--- src/rtl/axi_data_bridge_pkg.sv ---
// Shared definitions for the data-side AXI bridge: FSM states and fixed AXI field encodings.
package axi_data_bridge_pkg;

    localparam int AXI_LEN_W   = 8;
    localparam int AXI_SIZE_FW = 3;
    localparam int AXI_BURST_W = 2;
    localparam int AXI_RESP_W  = 2;

    localparam logic [AXI_BURST_W-1:0] AXI_BURST_INCR = 2'b01;
    localparam logic [AXI_SIZE_FW-1:0] AXI_SIZE_W     = 3'b010;
    localparam logic [AXI_RESP_W-1:0]  AXI_RESP_OKAY  = 2'b00;

    typedef enum logic [2:0] {
        S_IDLE,
        S_RD_AR,
        S_RD_R,
        S_WR_REQ,
        S_WR_B,
        S_RESP
    } bridge_state_t;

endpackage

--- src/rtl/axi_data_bridge.sv ---
// Serialises core data-port loads/stores into single-beat AXI transactions, one outstanding at a time.
module axi_data_bridge
    import axi_data_bridge_pkg::*;
#(
    parameter int              ID_W   = 4,
    parameter int              ADDR_W = 32,
    parameter int              DATA_W = 32,
    parameter logic [ID_W-1:0] RD_ID  = ID_W'(1),
    parameter logic [ID_W-1:0] WR_ID  = ID_W'(1),
    parameter logic [5:0]      BUSERR = 6'h0a
) (
    input  logic                    clk,
    input  logic                    reset,
    input  logic                    data_req,
    input  logic                    data_wr,
    input  logic [DATA_W/8-1:0]     data_wstrb,
    input  logic [ADDR_W-1:0]       data_addr,
    input  logic [DATA_W-1:0]       data_wdata,
    input  logic                    data_cancel,
    output logic                    data_addr_ok,
    output logic                    data_data_ok,
    output logic [DATA_W-1:0]       data_rdata,
    output logic [5:0]              data_exccode,
    output logic [ID_W-1:0]         arid,
    output logic [ADDR_W-1:0]       araddr,
    output logic [AXI_LEN_W-1:0]    arlen,
    output logic [AXI_SIZE_FW-1:0]  arsize,
    output logic [AXI_BURST_W-1:0]  arburst,
    output logic                    arvalid,
    input  logic                    arready,
    input  logic [ID_W-1:0]         rid,
    input  logic [DATA_W-1:0]       rdata,
    input  logic [AXI_RESP_W-1:0]   rresp,
    input  logic                    rlast,
    input  logic                    rvalid,
    output logic                    rready,
    output logic [ID_W-1:0]         awid,
    output logic [ADDR_W-1:0]       awaddr,
    output logic [AXI_LEN_W-1:0]    awlen,
    output logic [AXI_SIZE_FW-1:0]  awsize,
    output logic [AXI_BURST_W-1:0]  awburst,
    output logic                    awvalid,
    input  logic                    awready,
    output logic [ID_W-1:0]         wid,
    output logic [DATA_W-1:0]       wdata,
    output logic [DATA_W/8-1:0]     wstrb,
    output logic                    wlast,
    output logic                    wvalid,
    input  logic                    wready,
    input  logic [ID_W-1:0]         bid,
    input  logic [AXI_RESP_W-1:0]   bresp,
    input  logic                    bvalid,
    output logic                    bready
);

    bridge_state_t state, next_state;

    logic [ADDR_W-1:0]   addr_q;
    logic [DATA_W-1:0]   wdata_q;
    logic [DATA_W/8-1:0] wstrb_q;
    logic [DATA_W-1:0]   rdata_q;
    logic [5:0]          exccode_q;
    logic                cancel_q;
    logic                aw_done;
    logic                w_done;

    // Responses are attributed to the single outstanding request, so ids and the byte offset go unused.
    logic unused_inputs;
    assign unused_inputs = ^{rid, bid, data_addr[1:0]};

    always_ff @(posedge clk) begin
        if (reset) begin
            state <= S_IDLE;
        end else begin
            state <= next_state;
        end
    end

    always_comb begin
        next_state   = state;
        data_addr_ok = 1'b0;
        data_data_ok = 1'b0;
        arvalid      = 1'b0;
        rready       = 1'b0;
        awvalid      = 1'b0;
        wvalid       = 1'b0;
        bready       = 1'b0;
        case (state)
            S_IDLE: begin
                data_addr_ok = data_req;
                if (data_req) begin
                    next_state = data_wr ? S_WR_REQ : S_RD_AR;
                end
            end
            S_RD_AR: begin
                arvalid = 1'b1;
                if (arready) next_state = S_RD_R;
            end
            S_RD_R: begin
                rready = 1'b1;
                if (rvalid && rlast) next_state = S_RESP;
            end
            S_WR_REQ: begin
                // AW and W complete independently; a channel already done must not re-present.
                awvalid = !aw_done;
                wvalid  = !w_done;
                if ((aw_done || awready) && (w_done || wready)) next_state = S_WR_B;
            end
            S_WR_B: begin
                bready = 1'b1;
                if (bvalid) next_state = S_RESP;
            end
            S_RESP: begin
                data_data_ok = !cancel_q;
                next_state   = S_IDLE;
            end
            default: next_state = S_IDLE;
        endcase
    end

    always_ff @(posedge clk) begin
        if (reset) begin
            addr_q    <= '0;
            wdata_q   <= '0;
            wstrb_q   <= '0;
            rdata_q   <= '0;
            exccode_q <= '0;
            cancel_q  <= 1'b0;
            aw_done   <= 1'b0;
            w_done    <= 1'b0;
        end else begin
            if (data_addr_ok) begin
                addr_q    <= {data_addr[ADDR_W-1:2], 2'b00};
                wdata_q   <= data_wdata;
                wstrb_q   <= data_wstrb;
                rdata_q   <= '0;
                exccode_q <= '0;
                aw_done   <= 1'b0;
                w_done    <= 1'b0;
            end
            if (awvalid && awready) aw_done <= 1'b1;
            if (wvalid && wready)   w_done  <= 1'b1;
            if (rready && rvalid && rlast) begin
                rdata_q   <= (rresp == AXI_RESP_OKAY) ? rdata : '0;
                exccode_q <= (rresp == AXI_RESP_OKAY) ? 6'h00 : BUSERR;
            end
            if (bready && bvalid) begin
                exccode_q <= (bresp == AXI_RESP_OKAY) ? 6'h00 : BUSERR;
            end
            // The cancel flag lives exactly as long as the transaction it squashes.
            if (state == S_RESP) begin
                cancel_q <= 1'b0;
            end else if (state != S_IDLE && data_cancel) begin
                cancel_q <= 1'b1;
            end
        end
    end

    assign data_rdata   = rdata_q;
    assign data_exccode = exccode_q;

    assign arid    = RD_ID;
    assign araddr  = addr_q;
    assign arlen   = '0;
    assign arsize  = AXI_SIZE_W;
    assign arburst = AXI_BURST_INCR;

    assign awid    = WR_ID;
    assign awaddr  = addr_q;
    assign awlen   = '0;
    assign awsize  = AXI_SIZE_W;
    assign awburst = AXI_BURST_INCR;

    assign wid     = WR_ID;
    assign wdata   = wdata_q;
    assign wstrb   = wstrb_q;
    assign wlast   = 1'b1;

endmodule
--- config.mk ---
export PLATFORM = sky130hd
export DESIGN_NAME = axi_data_bridge
export DESIGN_NICKNAME = d
export VERILOG_FILES = /design/src/rtl/axi_data_bridge_pkg.sv /design/src/rtl/axi_data_bridge.sv
export SDC_FILE = /design/constraint.sdc
export NUM_CORES = 1
export LEC_CHECK = 0
export ABC_AREA = 1
export CAP_MARGIN = 20
export CORE_MARGIN = 10
export CORE_UTILIZATION = 38
export DETAILED_ROUTE_END_ITERATION = 16
export PLACE_DENSITY = 0.91
export SYNTH_ARGS = -nofsm -noshare
export SYNTH_HDL_FRONTEND = slang
export SYNTH_SLANG_ARGS = --single-unit
--- constraint.sdc ---
create_clock -name clk -period 2.3 [get_ports clk]
set_input_delay 0.46 -clock clk [delete_from_list [all_inputs] [get_ports clk]]
set_output_delay 0.46 -clock clk [all_outputs]
set_load 0.01 [all_outputs]
==> results.json <==
{
  "hold_end": "wdata[4]",
  "synth-async-reset-ratio_pct": 0,
  "clock-sinks": 105,
  "clock_path_buffers": 2,
  "synth_area_um2": 4460,
  "synth_commonest_cells": "215 x nand2_1, 105 x dfxtp_1, 102 x a21oi_1, 86 x buf_4, 17 x nor2_1",
  "drive_gt1_share_pct": 4.43,
  "r2r_cells": 7,
  "hp-class": "register to register",
  "drt_wl_total_um": 14800,
  "clockPowerShare_pct": 24.6,
  "area_growth_pct": 54.9,
  "ys_ff_latch": 105,
  "synth.avg_cell_area_um2": 7.62,
  "fin_cells": 933,
  "post-place-cells": 917,
  "row_count": 39,
  "synth_area_leader_cell": "dfxtp_1",
  "gp_congestion": 0.815,
  "start_util_pct": 38.9,
  "post_cts.repair.setup_buffers": 0,
  "io_buffers": 249,
  "ios": 307,
  "fmax_mhz": 458,
  "ys_warn_count": 0,
  "hold_viol_final": 0,
  "die_w_um": 128,
  "drt-pass1-iter-count": 4,
  "grt_pass1_wl_um": 22200,
  "ir_drop_mv": 0.759,
  "worstHoldStart": "wdata[4]",
  "rsz0062_at_grt": "no",
  "antenna_cells": 0,
  "crit_path_end_kind": "output pin",
  "clk_pin_slew_ns": 0.07,
  "worstPathRequired_ns": 1.84,
  "pwr-share-comb_pct": 38.6,
  "wl_per_cell_um": 15.8,
  "overflow": 0,
  "ant_nets": 0,
  "core_um2": 11500,
  "min_period_ns": 2.18,
  "status": "finished clean",
  "slew_violations": 0,
  "die_area_um2": 16500,
  "reg2reg_slack_ns": 0.50,
  "worstPathArrival_ns": 1.72,
  "r2r-end": "data_rdata[13]",
  "cts_tree": "built",
  "min_period_over_period_pct": 95.0,
  "relSlewSlack_pct": 47.9,
  "drt_iter0_drc": 226,
  "nets": 908,
  "multi_input_area_um2": 1710,
  "synth.area.top_cells": "dfxtp_1 47%, nand2_1 18%, buf_4 14%, a21oi_1 11%, nor2_1 1.4%",
  "clock_latency_ns": 0.34,
  "grt_max_degree": 70,
  "die_y_um": 128,
  "vias": 4245,
  "htree_levels": 3,
  "hpwl_um": 11500,
  "internal_power_mw": 4.09,
  "cts_buffers": 9,
  "power_frac_seq_pct": 36.8,
  "placed_area_um2": 6590,
  "crit_path_start_kind": "register",
  "synth-edff-count": 0,
  "yosysMostFrequentCell": "nand2_1",
  "synth.top_cell.area_share_pct": 47.2,
  "synthCells": 585,
  "switching_share_pct": 34.9,
  "critical_path_class": "register to output pin",
  "antenna_found_initial": 0,
  "cp_max_fo": 8,
  "pre_cts_slack_ns": 0.0778,
  "hold_depth": 2,
  "drcViolationCount": 0,
  "grt_pass1_vias": 4121,
  "seq_area_frac_synth_pct": 47.2,
  "clock_skew_ns": 0.00573,
  "rr_startpoint": "state[2]",
  "nFillCells": 973,
  "synth-main-ff-cell": "dfxtp_1",
  "yosys.cell_types.count": 23,
  "setup_tns_ns": 0,
  "grtUsageTotal_pct": 16.8,
  "maxCapViolations": 0,
  "p_switching_mw": 2.19,
  "timing.hold.ws_ns": 0.463,
  "p_leak_nw": 2.59,
  "tightest_slew_ns": 0.779,
  "power_density_nw_per_um2": 910,
  "fin_ws_ns": 0.116,
  "final_area_um2": 6900,
  "via_per_inst": 4.55,
  "seqCellArea_um2": 2110,
  "setup_viol": 0,
  "cts_root_buffer": "clkbuf_16"
}
flip-flops by register name (all words and copies together) (netlist names):
register,flops
wdata,32
aw_done,1
cancel_q,1
w_done,1
wstrb,4
state,3
data_rdata,32
data_exccode,1
araddr,30
worst max-delay path, stage by stage, from the launching register on:
cell,delay (ns)
dfxtp_2,0.44
inv_1,0.13
nor4_1,0.22
clkdlybuf4s50_1,0.60
placed cells by master, fill, tap and decap left out, types with 2 or more instances in the layout:
cell type        instances
a21oi_1                102
buf_12                   2
buf_4                    5
clkbuf_1                 2
clkbuf_16                9
clkdlybuf4s50_1        246
conb_1                  47
dfxtp_1                102
dfxtp_2                  3
dlymetal6s2s_1           2
inv_1                   10
inv_2                    3
nand2_1                215
nand3_1                  2
nand3_2                  2
nand3b_1                 2
nor2_1                  17
nor2_4                   2
nor3_1                   2
o21ai_0                  5
power groups by stage:
stage                     Combinational, mW  Clock (mW)  Sequential (mW)
after floorplan                        1.44           0             2.38
after global placement                 2.40           0             2.33
after detailed placement               2.43           0             2.34
after CTS                              2.44        1.59             2.31
after global routing                   2.65        1.66             2.35
final                                  2.42        1.54             2.31
layer usage:
layer  GRT usage [%]  wire [um]  up-vias
met4            6.23        267        0
met1            17.7       5230     1906
li1                -          -     2119
met3            7.90       2010       16
met5               0          0        -
met2            28.5       7280      204
worst max-delay path by stage:
stage,from,endpoint,depth (start not counted)
finish,state[0],data_data_ok,3
global route,state[0],data_data_ok,3
CTS,state[0],wvalid,5
detailed placement,data_req,data_rdata[13],7
global placement,data_req,data_addr_ok,4
floorplan,state[1],data_addr_ok,5
through the flow:
step | util (%) | total power, mW
after floorplan | - | 3.82
after global placement | 57.5 | 4.72
after CTS | 60.1 | 6.34
after global routing | 60.2 | 6.66
final | 60.2 | 6.28
after detailed placement | 57.5 | 4.77
timing repair:
action | 4_1_cts | 5_1_grt
resized for setup | 3 | 3
pin swaps | 0 | 0
hold buffers | 0 | 0
endpoints found under the hold margin | 0 | 0
setup endpoints to repair | 4 | 3
final cells by class:
cell class,count,area share [%]
inverters,13,0.707
clock inverters,4,0.743
clock buffers,12,3.57
flip-flops and latches,105,30.5
well taps,143,2.59
multi-input cells,401,24.7
repair buffers,255,37.2
logic make-up (layout without fill, tap and decap cells):
kind of cell,Yosys count,after routing,synth area share (%)
AO/OA/AOI/OAI,107,107,12.0
buffers and inverters,124,284,18.5
flip-flops,105,105,47.2
other,2,47,0.169
AND/OR/NAND/NOR,247,247,22.2
Power figures use the tool's default switching activity.
